==> src/rtl/game_pkg.sv <==
// Purpose: shared screen/task codes and menu limits for the game sequencer and the UI renderer.
// Latency: n/a (types, constants and pure functions only).
// Backpressure: n/a.
package game_pkg;

    typedef enum logic [3:0] {
        ST_TITLE    = 4'd0,
        ST_STAFF    = 4'd1,
        ST_STAGE1   = 4'd2,
        ST_SUCCESS1 = 4'd3,
        ST_STAGE2   = 4'd4,
        ST_SUCCESS2 = 4'd5,
        ST_STAGE3   = 4'd6,
        ST_SUCCESS3 = 4'd7,
        ST_FAIL     = 4'd8
    } state_e;

    typedef enum logic [1:0] {
        TODO_NONE       = 2'd0,
        TODO_FIND_KEY   = 2'd1,
        TODO_FIND_LIGHT = 2'd2,
        TODO_FIND_DOOR  = 2'd3
    } todo_e;

    localparam logic [1:0] LIFE_MAX       = 2'd3;
    localparam int         NUM_STAGES     = 3;
    localparam logic [1:0] TITLE_SEL_MAX  = 2'd2;  // TITLE offers stage 1..3
    localparam logic [1:0] SUB_SEL_MAX    = 2'd1;  // SUCCESSn/FAIL offer next-or-retry / back
    localparam logic [3:0] PLAY_VALID_RST = 4'b0011;

    // Task handed to the player when a stage is (re)entered.
    function automatic logic [1:0] first_todo(input logic [3:0] stage);
        if (stage == ST_STAGE2) begin
            return TODO_FIND_LIGHT;
        end
        return TODO_FIND_KEY;
    endfunction

endpackage

==> src/rtl/btn_edge.sv <==
// Purpose: rising-edge detector for one debounced push-button level.
// Latency: combinational pulse in the cycle the level first reads high after being low.
// Backpressure: none; the pulse is a one-cycle event.
// Ports: clk, rst_n (sync, active-low), btn_i (level), rise_o (edge pulse).
module btn_edge (
    input  logic clk,
    input  logic rst_n,
    input  logic btn_i,
    output logic rise_o
);

    logic lvl_q;

    always_ff @(posedge clk) begin
        if (!rst_n) begin
            lvl_q <= 1'b0;
        end else begin
            lvl_q <= btn_i;
        end
    end

    assign rise_o = btn_i & ~lvl_q;

endmodule

==> src/rtl/game_flow_ctrl.sv <==
// Purpose: game screen/stage sequencer: menu cursor, stage progress, lives and stage unlocks.
// Latency: every output is registered and updates on the edge after the causing button edge/event.
// Backpressure: none; button edges and event pulses are consumed in the cycle they arrive.
// Ports: clk, rst_n (sync, active-low); btn_up/btn_down/btn_enter levels; ev_key/ev_light/ev_door/ev_hit
//        pulses; state, menu_sel, key_find, todo, life, play_valid, stage_start to the renderer.
module game_flow_ctrl
    import game_pkg::*;
#(
    parameter int INVULN_CYCLES = 25000000,
    parameter int KEYS_NEEDED   = 3
) (
    input  logic       clk,
    input  logic       rst_n,
    input  logic       btn_up,
    input  logic       btn_down,
    input  logic       btn_enter,
    input  logic       ev_key,
    input  logic       ev_light,
    input  logic       ev_door,
    input  logic       ev_hit,
    output logic [3:0] state,
    output logic [1:0] menu_sel,
    output logic [1:0] key_find,
    output logic [1:0] todo,
    output logic [1:0] life,
    output logic [3:0] play_valid,
    output logic       stage_start
);

    localparam int               INV_W    = $clog2(INVULN_CYCLES + 1);
    localparam logic [INV_W-1:0] INV_LOAD = INV_W'(INVULN_CYCLES);
    localparam logic [INV_W-1:0] INV_ONE  = INV_W'(1);
    localparam logic [1:0]       KEYS_LD  = 2'(KEYS_NEEDED);

    logic up_rise, dn_rise, en_rise;

    btn_edge u_up (.clk(clk), .rst_n(rst_n), .btn_i(btn_up),    .rise_o(up_rise));
    btn_edge u_dn (.clk(clk), .rst_n(rst_n), .btn_i(btn_down),  .rise_o(dn_rise));
    btn_edge u_en (.clk(clk), .rst_n(rst_n), .btn_i(btn_enter), .rise_o(en_rise));

    logic [3:0]       state_q, state_d, last_q, last_d;
    logic [1:0]       sel_q, sel_d, key_q, key_d, todo_q, todo_d, life_q, life_d;
    logic [3:0]       pv_q, pv_d;
    logic             ss_q, ss_d;
    logic [INV_W-1:0] inv_q, inv_d;

    logic       enter_stage, goto_menu, key_cnt;
    logic [3:0] stage_tgt, menu_tgt;
    logic [1:0] key_next, sel_max;

    always_comb begin
        state_d     = state_q;
        last_d      = last_q;
        sel_d       = sel_q;
        key_d       = key_q;
        todo_d      = todo_q;
        life_d      = life_q;
        pv_d        = pv_q;
        ss_d        = 1'b0;
        inv_d       = (inv_q != '0) ? inv_q - INV_ONE : '0;
        enter_stage = 1'b0;
        goto_menu   = 1'b0;
        stage_tgt   = ST_STAGE1;
        menu_tgt    = ST_TITLE;
        sel_max     = (state_q == ST_TITLE) ? TITLE_SEL_MAX : SUB_SEL_MAX;
        // Keys count only against the task held before this cycle's update.
        key_cnt     = ev_key && (todo_q == TODO_FIND_KEY) && (key_q != 2'd3);
        key_next    = key_q + {1'b0, key_cnt};

        case (state_q)
            ST_TITLE, ST_SUCCESS1, ST_SUCCESS2, ST_FAIL: begin
                if (en_rise) begin
                    if (state_q == ST_TITLE) begin
                        if (sel_q == 2'd0) begin
                            enter_stage = 1'b1;
                            stage_tgt   = ST_STAGE1;
                        end else if (sel_q == 2'd1 && pv_q[2]) begin
                            enter_stage = 1'b1;
                            stage_tgt   = ST_STAGE2;
                        end else if (sel_q == 2'd2 && pv_q[3]) begin
                            enter_stage = 1'b1;
                            stage_tgt   = ST_STAGE3;
                        end
                    end else if (sel_q == 2'd0) begin
                        enter_stage = 1'b1;
                        if (state_q == ST_SUCCESS1) begin
                            stage_tgt = ST_STAGE2;
                        end else if (state_q == ST_SUCCESS2) begin
                            stage_tgt = ST_STAGE3;
                        end else begin
                            stage_tgt = last_q;
                        end
                    end else begin
                        goto_menu = 1'b1;
                        menu_tgt  = ST_TITLE;
                    end
                end else if (up_rise) begin
                    if (sel_q != 2'd0) sel_d = sel_q - 2'd1;
                end else if (dn_rise) begin
                    if (sel_q < sel_max) sel_d = sel_q + 2'd1;
                end
            end
            ST_SUCCESS3: begin
                if (en_rise) begin
                    goto_menu = 1'b1;
                    menu_tgt  = ST_STAFF;
                end
            end
            ST_STAFF: begin
                if (en_rise) begin
                    goto_menu = 1'b1;
                    menu_tgt  = ST_TITLE;
                end
            end
            ST_STAGE1, ST_STAGE2, ST_STAGE3: begin
                if (ev_door && todo_q == TODO_FIND_DOOR) begin
                    // A winning door beats a same-cycle hit; SUCCESSn is the next code.
                    goto_menu = 1'b1;
                    menu_tgt  = state_q + 4'd1;
                end else begin
                    if (key_cnt) begin
                        key_d = key_next;
                        if (key_next == KEYS_LD) todo_d = TODO_FIND_DOOR;
                    end
                    if (ev_light && todo_q == TODO_FIND_LIGHT) begin
                        todo_d = TODO_FIND_KEY;
                    end
                    if (state_q == ST_STAGE3 && ev_hit && inv_q == '0 && life_q != 2'd0) begin
                        life_d = life_q - 2'd1;
                        inv_d  = INV_LOAD;
                        if (life_q == 2'd1) begin
                            goto_menu = 1'b1;
                            menu_tgt  = ST_FAIL;
                        end
                    end
                end
            end
            default: begin
                goto_menu = 1'b1;
                menu_tgt  = ST_TITLE;
            end
        endcase

        if (enter_stage) begin
            state_d = stage_tgt;
            last_d  = stage_tgt;
            sel_d   = 2'd0;
            key_d   = 2'd0;
            life_d  = LIFE_MAX;
            inv_d   = '0;
            todo_d  = first_todo(stage_tgt);
            ss_d    = 1'b1;
        end else if (goto_menu) begin
            state_d = menu_tgt;
            sel_d   = 2'd0;
            todo_d  = TODO_NONE;
            if (menu_tgt == ST_SUCCESS1) pv_d[2] = 1'b1;
            if (menu_tgt == ST_SUCCESS2) pv_d[3] = 1'b1;
        end
    end

    always_ff @(posedge clk) begin
        if (!rst_n) begin
            state_q <= ST_TITLE;
            last_q  <= ST_STAGE1;
            sel_q   <= 2'd0;
            key_q   <= 2'd0;
            todo_q  <= TODO_NONE;
            life_q  <= LIFE_MAX;
            pv_q    <= PLAY_VALID_RST;
            ss_q    <= 1'b0;
            inv_q   <= '0;
        end else begin
            state_q <= state_d;
            last_q  <= last_d;
            sel_q   <= sel_d;
            key_q   <= key_d;
            todo_q  <= todo_d;
            life_q  <= life_d;
            pv_q    <= pv_d;
            ss_q    <= ss_d;
            inv_q   <= inv_d;
        end
    end

    assign state       = state_q;
    assign menu_sel    = sel_q;
    assign key_find    = key_q;
    assign todo        = todo_q;
    assign life        = life_q;
    assign play_valid  = pv_q;
    assign stage_start = ss_q;

endmodule
==> config.mk <==
export PLATFORM = sky130hd
export DESIGN_NAME = game_flow_ctrl
export DESIGN_NICKNAME = d
export VERILOG_FILES = /design/src/rtl/game_pkg.sv /design/src/rtl/btn_edge.sv /design/src/rtl/game_flow_ctrl.sv
export SDC_FILE = /design/constraint.sdc
export NUM_CORES = 1
export LEC_CHECK = 0
export ABC_AREA = 1
export BUFFER_PORTS_ARGS = -buffer_cell sky130_fd_sc_hd__buf_2
export CELL_PAD_IN_SITES_DETAIL_PLACEMENT = 0
export CELL_PAD_IN_SITES_GLOBAL_PLACEMENT = 1
export CORE_ASPECT_RATIO = 0.9
export CORE_UTILIZATION = 43
export DETAILED_ROUTE_END_ITERATION = 16
export PLACE_DENSITY_LB_ADDON = 0.1
export SLEW_MARGIN = 20
export SYNTH_ARGS = -nofsm -noshare
export SYNTH_HDL_FRONTEND = slang
export SYNTH_SLANG_ARGS = --single-unit
==> constraint.sdc <==
create_clock -name clk -period 2.24 [get_ports clk]
set_clock_uncertainty 0.05 [all_clocks]
set_input_delay 0.336 -clock clk [delete_from_list [all_inputs] [get_ports clk]]
set_output_delay 0.336 -clock clk [all_outputs]
set_load 0.05 [all_outputs]
==> metrics.md, run 1 <==
| Metric | Value |
|---|---|
| Max FO, Critical Path | `6` |
| Tmin final | `2.14 ns` |
| Die W | `between 80 and 90 um` |
| Seq pwr share | `30.2%` |
| Critical Path Start Type | `register` |
| Status | `finished clean` |
| # hold bufs at CTS | `0` |
| Final GP Congestion | `0.835` |
| Synthesized area | `roughly 2700 um^2` |
| CP Capture Type | `register` |
| Prevailing post-synth register cell | `dfxtp_1` |
| Net Switching | `slightly below 2 mW` |
| Post-Syn Instances | `375` |
| Worst path bufs/invs | `2` |
| Critical-path cell list | `inv_1 > ha_1 > buf_4 > nor2_2 > nor2_4 > nor2_8 > nand2_1 > o211ai_1 > nor2_1 > nand2_1 > a21oi_1` |
| Crit share post-route | `between 90% and 100%` |
| Pwr Density | `between 1000 and 1500 nW/um^2` |
| Switching fraction of total power | `46.3%` |
| Final setup fails | `0` |
| Pin count of the biggest net entering global routing | `26` |
| Vias in the first global route | `between 2,000 and 2,500` |
| CP Data Arrival Time | `about 2.3 ns` |
| Post-synth EDFFs | `0` |
| Max_cap viols | `0` |
| CTS Sinks | `47` |
| Sequential-to-total area share from yosys stat | `35.2%` |
| Worst hold path type | `input port to register` |
| Initial Utilization | `a little under half` |
| Drt via density | `~4.9` |
| Area of the multi-input gates | `around 1500 um^2` |
| Worst setup margin | `~0.096 ns` |
| PortBufs | `23` |
| Ranking of synthesized cells by area | `dfxtp_1 (35%), nand2_1 (10%), nor2_1 (9.4%), ha_1 (6.1%), xor2_1 (4.9%)` |
| Most frequent cells in the layout | `nand2_1 (71), nor2_1 (66), dfxtp_1 (45), inv_1 (34), buf_2 (23)` |
| CTS max path bufs | `2` |
| GR Overflow Total | `0` |
| Pre-CTS setup slack | `0.0409 ns` |
| Vias | `2,343` |
| Placed Cells | `between 400 and 500` |
| RSZ-0062 raised after global routing | `no` |
| Yosys top cell by area | `dfxtp_1` |
| IO Pins | `26` |
| Clock latency on the worst-skew pair | `about 0.30 ns` |
| CTS tree | `built` |
| Worst-margin pin slew | `slightly above 0.5 ns` |
| Top cell type's share of synthesized area | `35.2%` |
| Core area | `5820 um^2` |
| Total GRT Usage | `around a fifth` |
| Ys async rst share | `0%` |
| Clock root buffer | `clkbuf_8` |
| Highest clock rate | `between 400 and 500 MHz` |
| Setup Fix Bufs, Post-CTS | `0` |
| Die height | `approximately 77 um` |
| Worst vdd ir | `between 0.6 and 0.7 mV` |
| Synthesized flop and latch total | `47` |
| Area growth syn-to-layout | `14.2%` |
| P_int | `about 2.2 mW` |
| Worst path required time | `~2.4 ns` |
| First-pass GRT wire length | `between 10,000 and 15,000 um` |
| Top delay family on crit path | `simple AND/OR/NAND/NOR gates` |
| TritonCTS Buffers | `5` |
| Filler instances | `~630` |
| Clk pwr share | `around 16%` |
| Final std cells w/o fill | `479` |
| Iter 0 DRT Violations | `111` |
| Comb power frac | `a little over half` |
| Leak | `around 1.5 nW` |
| Drt wl/cell | `12.3 um` |
| Slew Limit Fails | `0` |
| Fin nets | `430` |
| Slowest stage delay, CP | `about 0.37 ns` |
| Antenna viol nets, final | `0` |
| N_diodes | `0` |
| DR pass1 iterations | `4` |
| Share of layout cells above drive strength 1 | `between 10% and 20%` |
| Post-CTS sizing | `0` |
| Critical path class | `register to register` |
| Die area | `around 6500 um^2` |
| Total Wirelength | `roughly 5900 um` |
| Max-Slew Margin vs Limit | `66.3%` |
| Clock transition at the registers of the reported paths | `around 0.09 ns` |
| # H-tree levels | `2` |
| Distinct cells, synth | `35` |
| Final TNS setup | `0 ns` |
| Antenna violations before repair | `0` |
| Cell row count | `26` |
| Worst path most repeated cell | `nand2_1` |
| Residual DRC count | `0` |
| Detailed Place HPWL | `around 4500 um` |
| Avg Inst Size Synth | `7.14 um^2` |
| Commonest non-fill, non-tap cell in the layout | `nand2_1` |
| CP max-delay cell | `dfxtp_4` |
| Fin. Hold Viols | `0` |
| Sequential cell area | `around 950 um^2` |
| Synth warn | `0` |
registers in the layout, summed over array words and instances, names as in the netlist:
register	flops
u_up.lvl_q	1
inv_q	25
u_dn.lvl_q	1
u_en.lvl_q	1
todo	2
state	4
menu_sel	2
stage_start	1
key_find	2
life	2
last_q	4
play_valid	2
power by group through the flow:
stage          clock network [mW]  logic [mW]  registers (mW)
6_report                    0.666        2.24            1.25
5_1_grt                     0.721        2.53            1.29
4_1_cts                     0.689        2.22            1.25
3_5_place_dp                    0        2.21            1.27
3_3_place_gp                    0        2.21            1.26
2_1_floorplan                   0        1.66            1.36
Yosys cell counts, types with 8 or more instances:
cell type and n:
o21ai_1 12, inv_1 34, inv_2 9, nand3_1 21, xor2_1 15, dfxtp_1 47, o21ai_0 11, ha_1 13
nor2_1 67, nand2_1 72, xnor2_1 8, a21oi_1 12
worst paths after layout:
check                           startpoint     endpoint  slack (ns)  depth (start not counted)
worst max-delay path              state[0]  menu_sel[0]         0.1                         11
worst min-delay path                btn_up   u_up.lvl_q        0.17                          3
worst max register to register    state[0]  menu_sel[0]         0.1                         11
worst min register to register    inv_q[0]     inv_q[0]        0.37                          1
layer usage:
metal | global-route usage [%] | vias to the layer above | part of all wire, %
li1 | - | 1257 | -
met1 | 28.7 | 1052 | 55
met2 | 27.7 | 29 | 41
met3 | 3.66 | 5 | 3.0
met4 | 6.78 | 0 | 0.93
met5 | 0 | - | 0
worst register-to-register path, cell delays in order, from the launching register on:
cell	delay (ns)
dfxtp_4	0.37
inv_1	0.12
ha_1	0.19
buf_4	0.14
nor2_2	0.05
nor2_4	0.18
nor2_8	0.07
nand2_1	0.08
o211ai_1	0.22
nor2_1	0.30
nand2_1	0.17
a21oi_1	0.14
area by class of cell:
cell class                      count  area share, %
Tap cell                           70           2.87
Multi-Input combinational cell    278           50.4
Clock inverter                      2           1.15
Sequential cell                    47           31.0
Clock buffer                        6           2.70
Inverter                           44           5.49
Timing Repair Buffer               32           6.39
logic make-up after synthesis:
family	after synthesis	share of synthesized area [%]
buffers and inverters	51	8.23
and+or+nand+nor	198	34.5
other	1	0.140
DFF	47	35.2
xor gates and xnor gates	23	7.53
AOI/OAI and AO/OA	42	8.42
adders and majority gates	13	6.08
per-stage QoR:
step | power (mW) | cell area [um^2] | hold WS [ns] | util (%)
2_1_floorplan | 3.02 | 2680 | 0.343 | -
3_3_place_gp | 3.47 | 2910 | 0.350 | 50.0
3_5_place_dp | 3.48 | 2910 | 0.357 | 50.0
4_1_cts | 4.16 | 3030 | 0.166 | 52.0
5_1_grt | 4.54 | 3060 | 0.170 | 52.5
6_report | 4.16 | 3060 | 0.173 | 52.5
Power figures use the tool's default switching activity.
==> run 2: changes to the inputs <==
--- a/config.mk
+++ b/config.mk
@@ -16,4 +16,5 @@
 export SLEW_MARGIN = 20
 export SYNTH_ARGS = -nofsm -noshare
 export SYNTH_HDL_FRONTEND = slang
+export SYNTH_HIERARCHICAL = 1
 export SYNTH_SLANG_ARGS = --single-unit
==> metrics.md, run 2 <==
| Metric | Value |
|---|---|
| Status | `finished clean (unchanged)` |
| Clk pwr share | `14.5% (was 16.0%)` |
| Max FFs per register | `25 (unchanged)` |
| Crit share post-route | `90.8% (was 95.7%)` |
| Fin util | `49.9% (was 52.5%)` |
| Die area | `6760 um^2 (was 6540 um^2)` |
| Clock root buffer | `clkbuf_8 (unchanged)` |
| Avg Inst Size Synth | `7.36 um^2 (was 7.14 um^2)` |
| Prevailing post-synth register cell | `dfxtp_1 (unchanged)` |
| Synth warn | `6 (was 0)` |
| Antenna viol nets, final | `0 (unchanged)` |
| Post-synth top cells | `nand2_1 (73), nor2_1 (50), dfxtp_1 (47) (was nand2_1 (72), nor2_1 (67), dfxtp_1 (47))` |
| CTS Sinks | `47 (unchanged)` |
| First-pass GRT wire length | `10,100 um (about the same)` |
| N_diodes | `0 (unchanged)` |
| Leak | `1.46 nW (was 1.45 nW)` |
| CP Data Arrival Time | `2.22 ns (was 2.33 ns)` |
| Most frequent cells in the layout | `nand2_1 (73), nor2_1 (49), dfxtp_1 (47), inv_1 (45), nand3_1 (26) (was nand2_1 (71), nor2_1 (66), dfxtp_1 (45), inv_1 (34), buf_2 (23))` |
| Commonest non-fill, non-tap cell in the layout | `nand2_1 (unchanged)` |
| Seq pwr share | `31.3% (was 30.2%)` |
| Synthesized flop and latch total | `47 (unchanged)` |
| Post-CTS sizing | `0 (unchanged)` |
| Core area | `6150 um^2 (was 5820 um^2)` |
| Worst hold path type | `input port to register (unchanged)` |
| Max FO, Critical Path | `8 (was 6)` |
| Yosys top cell by area | `dfxtp_1 (unchanged)` |
| Tmin final | `2.03 ns (was 2.14 ns)` |
| Initial Utilization | `45.0% (was 46.0%)` |
| PortBufs | `23 (unchanged)` |
| Sequential-to-total area share from yosys stat | `34.0% (was 35.2%)` |
| Iter 0 DRT Violations | `121 (was 111)` |
| Synthesized area | `2770 um^2 (was 2680 um^2)` |
| Die height | `78.1 um (was 76.8 um)` |
| Detailed Place HPWL | `4520 um (was 4480 um)` |
| Final TNS setup | `0 ns (unchanged)` |
| Most frequent cell after synthesis | `nand2_1 (unchanged)` |
| Worst path required time | `2.43 ns (about the same)` |
| Pwr Density | `1290 nW/um^2 (was 1360 nW/um^2)` |
| Vias | `2,301 (was 2,343)` |
| Die W | `86.5 um (was 85.2 um)` |
| Largest Register | `inv_q (unchanged)` |
| RSZ-0062 raised after global routing | `no (unchanged)` |
| CP max-delay cell | `dfxtp_1 (was dfxtp_4)` |
| # H-tree levels | `2 (unchanged)` |
| Cell row count | `27 (was 26)` |
| Vias in the first global route | `2,180 (was 2,145)` |
| CP Capture Type | `register (unchanged)` |
| Comb power frac | `54.2% (was 53.8%)` |
| Drt wl/cell | `11.8 um (was 12.3 um)` |
| Clock latency on the worst-skew pair | `0.30 ns (about the same)` |
| Top delay family on crit path | `simple AND/OR/NAND/NOR gates (unchanged)` |
| CTS max path bufs | `2 (unchanged)` |
| Critical-path cell list | `inv_1 > ha_2 > o21ai_4 > nand3_2 > nand2_1 > nand2_1 > nand2_1 > nand2_2 > nor2_4 > nand2_1 > a21oi_1 (was inv_1 > ha_1 > buf_4 > nor2_2 > nor2_4 > nor2_8 > nand2_1 > o211ai_1 > nor2_1 > nand2_1 > a21oi_1)` |
| Worst vdd ir | `0.655 mV (was 0.625 mV)` |
| Area growth syn-to-layout | `11.0% (was 14.2%)` |
| Top cell type's share of synthesized area | `34.0% (was 35.2%)` |
| Worst path most repeated cell | `nand2_1 (unchanged)` |
| Final setup fails | `0 (unchanged)` |
| Sequential cell area | `941 um^2 (was 948 um^2)` |
| Max_cap viols | `0 (unchanged)` |
| Antenna violations before repair | `0 (unchanged)` |
| Slew Limit Fails | `0 (unchanged)` |
| Distinct cells, synth | `33 (was 35)` |
| Final GP Congestion | `0.846 (was 0.835)` |
| TritonCTS Buffers | `5 (unchanged)` |
| Worst path bufs/invs | `1 (was 2)` |
| Total GRT Usage | `19.1% (was 19.4%)` |
| CTS tree | `built (unchanged)` |
| Filler instances | `643 (was 626)` |
| IO Pins | `26 (unchanged)` |
| P_int | `2.11 mW (was 2.23 mW)` |
| Net Switching | `1.85 mW (was 1.92 mW)` |
| GR Overflow Total | `0 (unchanged)` |
| Residual DRC count | `0 (unchanged)` |
| Fin nets | `424 (was 430)` |
| Clock transition at the registers of the reported paths | `0.09 ns (about the same)` |
| DR pass1 iterations | `4 (unchanged)` |
| Setup Fix Bufs, Post-CTS | `0 (unchanged)` |
| Placed inst area | `2940 um^2 (was 2910 um^2)` |
| Area of the multi-input gates | `1590 um^2 (was 1540 um^2)` |
| Pin count of the biggest net entering global routing | `26 (unchanged)` |
| Switching fraction of total power | `46.7% (was 46.3%)` |
| Total Wirelength | `5800 um (was 5910 um)` |
| Ys async rst share | `0% (unchanged)` |
| Post-synth EDFFs | `0 (unchanged)` |
| Finished layout cell area | `3070 um^2 (was 3060 um^2)` |
| Ranking of synthesized cells by area | `dfxtp_1 (34%), nand2_1 (9.9%), nor2_1 (6.8%), inv_1 (6.1%), ha_1 (5.9%) (was dfxtp_1 (35%), nand2_1 (10%), nor2_1 (9.4%), ha_1 (6.1%), xor2_1 (4.9%))` |
| Fin. Hold Viols | `0 (unchanged)` |
| # hold bufs at CTS | `0 (unchanged)` |
| Highest clock rate | `492 MHz (was 466 MHz)` |
| Critical Path Start Type | `register (unchanged)` |
| Slowest stage delay, CP | `0.42 ns (was 0.37 ns)` |
| Drt via density | `4.70 (was 4.89)` |
| Share of layout cells above drive strength 1 | `21.6% (was 18.6%)` |
| Critical path class | `register to register (unchanged)` |
| Post-Syn Instances | `376 (was 375)` |
run 2: path summary, 6_finish.rpt:
path | startpoint | cells after the start | slack, ns | end
setup / recovery | state[0] | 11 | 0.21 | menu_sel[0]
hold / removal | btn_down | 3 | 0.18 | u_dn/lvl_q
setup reg to reg | state[0] | 11 | 0.21 | menu_sel[0]
hold reg to reg | inv_q[0] | 1 | 0.36 | inv_q[0]
run 2: per-layer routing:
layer | GRT usage, % | share of wire, % | wire length [um] | vias up
met5 | 0 | 0 | 0 | -
li1 | - | - | - | 1240
met4 | 6.17 | 1.2 | 68 | 0
met3 | 3.79 | 3.0 | 174 | 7
met2 | 28.4 | 40 | 2350 | 41
met1 | 27.4 | 55 | 3210 | 1013
run 2: power by group through the flow:
stage	logic [mW]	registers (mW)	clock network (mW)
after floorplan	1.77	1.30	0
after global placement	2.14	1.26	0
after detailed placement	2.15	1.26	0
after CTS	2.16	1.24	0.593
after global routing	2.48	1.27	0.633
final	2.15	1.24	0.574
run 2: tightest hold or removal path, stage by stage:
cell and delay [ns]:
buf_2 0.09, nand2_1 0.04, inv_1 0.04
run 2: layout make-up:
| class | instances | area share, % |
|---|---|---|
| clock inverters | 1 | 0.244 |
| well taps | 87 | 3.55 |
| repair buffers | 25 | 4.24 |
| inverters | 50 | 6.28 |
| clock buffers | 7 | 3.14 |
| flip-flops and latches | 47 | 30.6 |
| multi-input cells | 273 | 51.9 |
run 2: through the flow:
step	total power [mW]	std cells	hold WS, ns	setup slack [ns]
floorplan	3.07	377	0.341	0.0306
global placement	3.40	482	0.354	0.139
detailed placement	3.41	482	0.351	0.0717
CTS	4.00	490	0.167	0.0326
global route	4.38	490	0.165	0.00448
finish	3.96	490	0.178	0.207
run 2: kinds of logic (layout without fill, tap and decap cells):
kind of cell | Yosys count | after routing | synth area share, %
and+or+nand+nor | 194 | 194 | 33.5
buffers and inverters | 57 | 83 | 9.23
DFF | 47 | 47 | 34.0
AOI/OAI and AO/OA | 41 | 41 | 9.95
xor gates and xnor gates | 23 | 23 | 7.28
adders and majority gates | 13 | 13 | 5.88
other | 1 | 2 | 0.136
==> run 3: changes to the inputs <==
--- a/config.mk
+++ b/config.mk
@@ -10,7 +10,7 @@
 export CELL_PAD_IN_SITES_DETAIL_PLACEMENT = 0
 export CELL_PAD_IN_SITES_GLOBAL_PLACEMENT = 1
 export CORE_ASPECT_RATIO = 0.9
-export CORE_UTILIZATION = 43
+export CORE_UTILIZATION = 39
 export DETAILED_ROUTE_END_ITERATION = 16
 export PLACE_DENSITY_LB_ADDON = 0.1
 export SLEW_MARGIN = 20
==> constraint.sdc (replaced) <==
create_clock -name clk -period 1.72 [get_ports clk]
set_clock_uncertainty 0.05 [all_clocks]
set_input_delay 0.258 -clock clk [delete_from_list [all_inputs] [get_ports clk]]
set_output_delay 0.258 -clock clk [all_outputs]
set_load 0.05 [all_outputs]
==> metrics.md, run 3 (synthesis gave the netlist of run 2 again) <==
| Metric | Value |
|---|---|
| Leak | `1.79 nW (was 1.46 nW)` |
| GR Overflow Total | `0 (unchanged)` |
| Die W | `90.8 um (was 86.5 um)` |
| N_diodes | `0 (unchanged)` |
| CP Data Arrival Time | `1.95 ns (was 2.22 ns)` |
| Residual DRC count | `0 (unchanged)` |
| Vias in the first global route | `2,375 (was 2,180)` |
| Status | `complete, but fails checks (was finished clean)` |
| Area growth syn-to-layout | `38.1% (was 11.0%)` |
| Worst hold path type | `input port to register (unchanged)` |
| CTS Sinks | `47 (unchanged)` |
| Clock root buffer | `clkbuf_8 (unchanged)` |
| CTS max path bufs | `2 (unchanged)` |
| Fin nets | `478 (was 424)` |
| Tmin final | `1.76 ns (was 2.03 ns)` |
| Max FO, Critical Path | `8 (unchanged)` |
| Total GRT Usage | `18.8% (was 19.1%)` |
| Power Total | `6.53 mW (was 3.96 mW)` |
| Antenna viol nets, final | `0 (unchanged)` |
| Cell row count | `28 (was 27)` |
| Largest Register | `inv_q (unchanged)` |
| Slew Limit Fails | `0 (unchanged)` |
| Worst path bufs/invs | `3 (was 1)` |
| Die area | `7430 um^2 (was 6760 um^2)` |
| Most frequent cells in the layout | `nand2_1 (66), buf_4 (49), inv_1 (40), nor2_1 (34), dfxtp_1 (33) (was nand2_1 (73), nor2_1 (49), dfxtp_1 (47), inv_1 (45), nand3_1 (26))` |
| Slowest stage delay, CP | `0.39 ns (was 0.42 ns)` |
| # H-tree levels | `2 (unchanged)` |
| Worst path required time | `1.90 ns (was 2.43 ns)` |
| Detailed Place HPWL | `5190 um (was 4520 um)` |
| Die height | `81.9 um (was 78.1 um)` |
| Worst setup margin | `-0.0430 ns (was 0.207 ns)` |
| Failing checks | `negative setup slack` |
| Final GP Congestion | `0.804 (was 0.846)` |
| PortBufs | `23 (unchanged)` |
| Total Wirelength | `6860 um (was 5800 um)` |
| Clock latency on the worst-skew pair | `0.30 ns (about the same)` |
| Critical Path Start Type | `register (unchanged)` |
| DR pass1 iterations | `4 (unchanged)` |
| Final setup fails | `8 (was 0)` |
| Max_cap viols | `0 (unchanged)` |
| Initial Utilization | `41.1% (was 45.0%)` |
| TritonCTS Buffers | `5 (unchanged)` |
| Iter 0 DRT Violations | `95 (was 121)` |
| IO Pins | `26 (unchanged)` |
| CP max-delay cell | `dfxtp_4 (was dfxtp_1)` |
| Critical-path cell list | `inv_4 > ha_1 > nand2_1 > o21ai_4 > inv_2 > nor2_1 > nand3_1 > nand2_2 > nor2_4 > nand3_2 > nand2_1 > inv_1 > nor2_1 (was inv_1 > ha_2 > o21ai_4 > nand3_2 > nand2_1 > nand2_1 > nand2_1 > nand2_2 > nor2_4 > nand2_1 > a21oi_1)` |
| Pin count of the biggest net entering global routing | `15 (was 26)` |
| CP Capture Type | `register (unchanged)` |
| Critical path class | `register to register (unchanged)` |
| RSZ-0062 raised after global routing | `yes (was no)` |
| Fin. Hold Viols | `0 (unchanged)` |
| CTS tree | `built (unchanged)` |
| Worst vdd ir | `1.03 mV (was 0.655 mV)` |
| Share of layout cells above drive strength 1 | `42.2% (was 21.6%)` |
| Core area | `6730 um^2 (was 6150 um^2)` |
| Highest clock rate | `567 MHz (was 492 MHz)` |
| Drt wl/cell | `12.5 um (was 11.8 um)` |
| Pre-CTS setup slack | `-0.117 ns (was 0.0717 ns)` |
| Antenna violations before repair | `0 (unchanged)` |
| Clock transition at the registers of the reported paths | `0.09 ns (about the same)` |
| Crit share post-route | `103% (was 90.8%)` |
| Drt via density | `4.64 (was 4.70)` |
| Pwr Density | `1710 nW/um^2 (was 1290 nW/um^2)` |
| Commonest non-fill, non-tap cell in the layout | `nand2_1 (unchanged)` |
| Max FFs per register | `25 (unchanged)` |
| Vias | `2,539 (was 2,301)` |
| Hold WS | `0.0949 ns (was 0.178 ns)` |
| Top delay family on crit path | `simple AND/OR/NAND/NOR gates (unchanged)` |
| First-pass GRT wire length | `11,000 um (was 10,100 um)` |
-- run 3: cell types whose count changed in the layout (fill, tap and decap cells not counted), sizes merged --
cell,change
buf,+52
clkinv,+2
clkbuf,+1
clkinvlp,-1
-- run 3: layout make-up --
type,count,area (um^2)
Clock buffer,6,72.6
Clock inverter,2,12.5
Fill cell,647,2910
Inverter,50,203
Multi-Input combinational cell,273,1830
Sequential cell,47,971
Tap cell,90,113
Timing Repair Buffer,79,616
-- run 3: repair_timing --
action	4_1_cts	5_1_grt
buffers inserted	1	9
endpoints found under the setup margin	11	40
cloned	0	2
gates resized for setup	6	62
hold buffers	0	0
pin swaps	2	16
-- run 3: per-layer routing --
metal  global-route usage (%)  vias to the layer above  part of all wire [%]
met5                        0                        -                     0
met4                     5.71                        0                  0.66
met3                     2.96                        7                   3.1
met2                     29.1                       38                    42
met1                     26.7                     1141                    54
li1                         -                     1353                     -
-- run 3: worst paths after layout --
kind	startpoint	to	slack, ns	cells past startpoint
setup / recovery	state[0]	todo[1]	-0.04	13
hold / removal	btn_enter	u_en/lvl_q	0.09	3
setup reg to reg	state[0]	todo[1]	-0.04	13
hold reg to reg	inv_q[0]	inv_q[0]	0.35	1
-- run 3: through the flow --
stage               area (um^2)  setup TNS, ns  instances  util (%)
finish                     3820         -0.154        547      56.8
global route               3820          -2.61        547      56.8
CTS                        3480        -0.0352        536      51.7
detailed placement         3370         -0.848        527      50.0
global placement           3370         -0.473        527      50.0
floorplan                  2840        -0.0140        377         -
-- run 3: where the power goes --
| group | total, mW | internal [mW] | switching (mW) |
|---|---|---|---|
| clock network | 0.658 | 0.285 | 0.373 |
| registers | 1.67 | 1.39 | 0.281 |
| logic | 4.20 | 1.90 | 2.30 |
-- run 3: worst register-to-register path, delay by kind of cell (launching register included) --
family / cells / cell delay, ns
AO/OA/AOI/OAI: 1 / 0.08
adder cells (fa/ha/maj): 1 / 0.22
buffers and inverters: 3 / 0.18
flip-flops: 1 / 0.39
AND/OR/NAND/NOR: 8 / 0.79
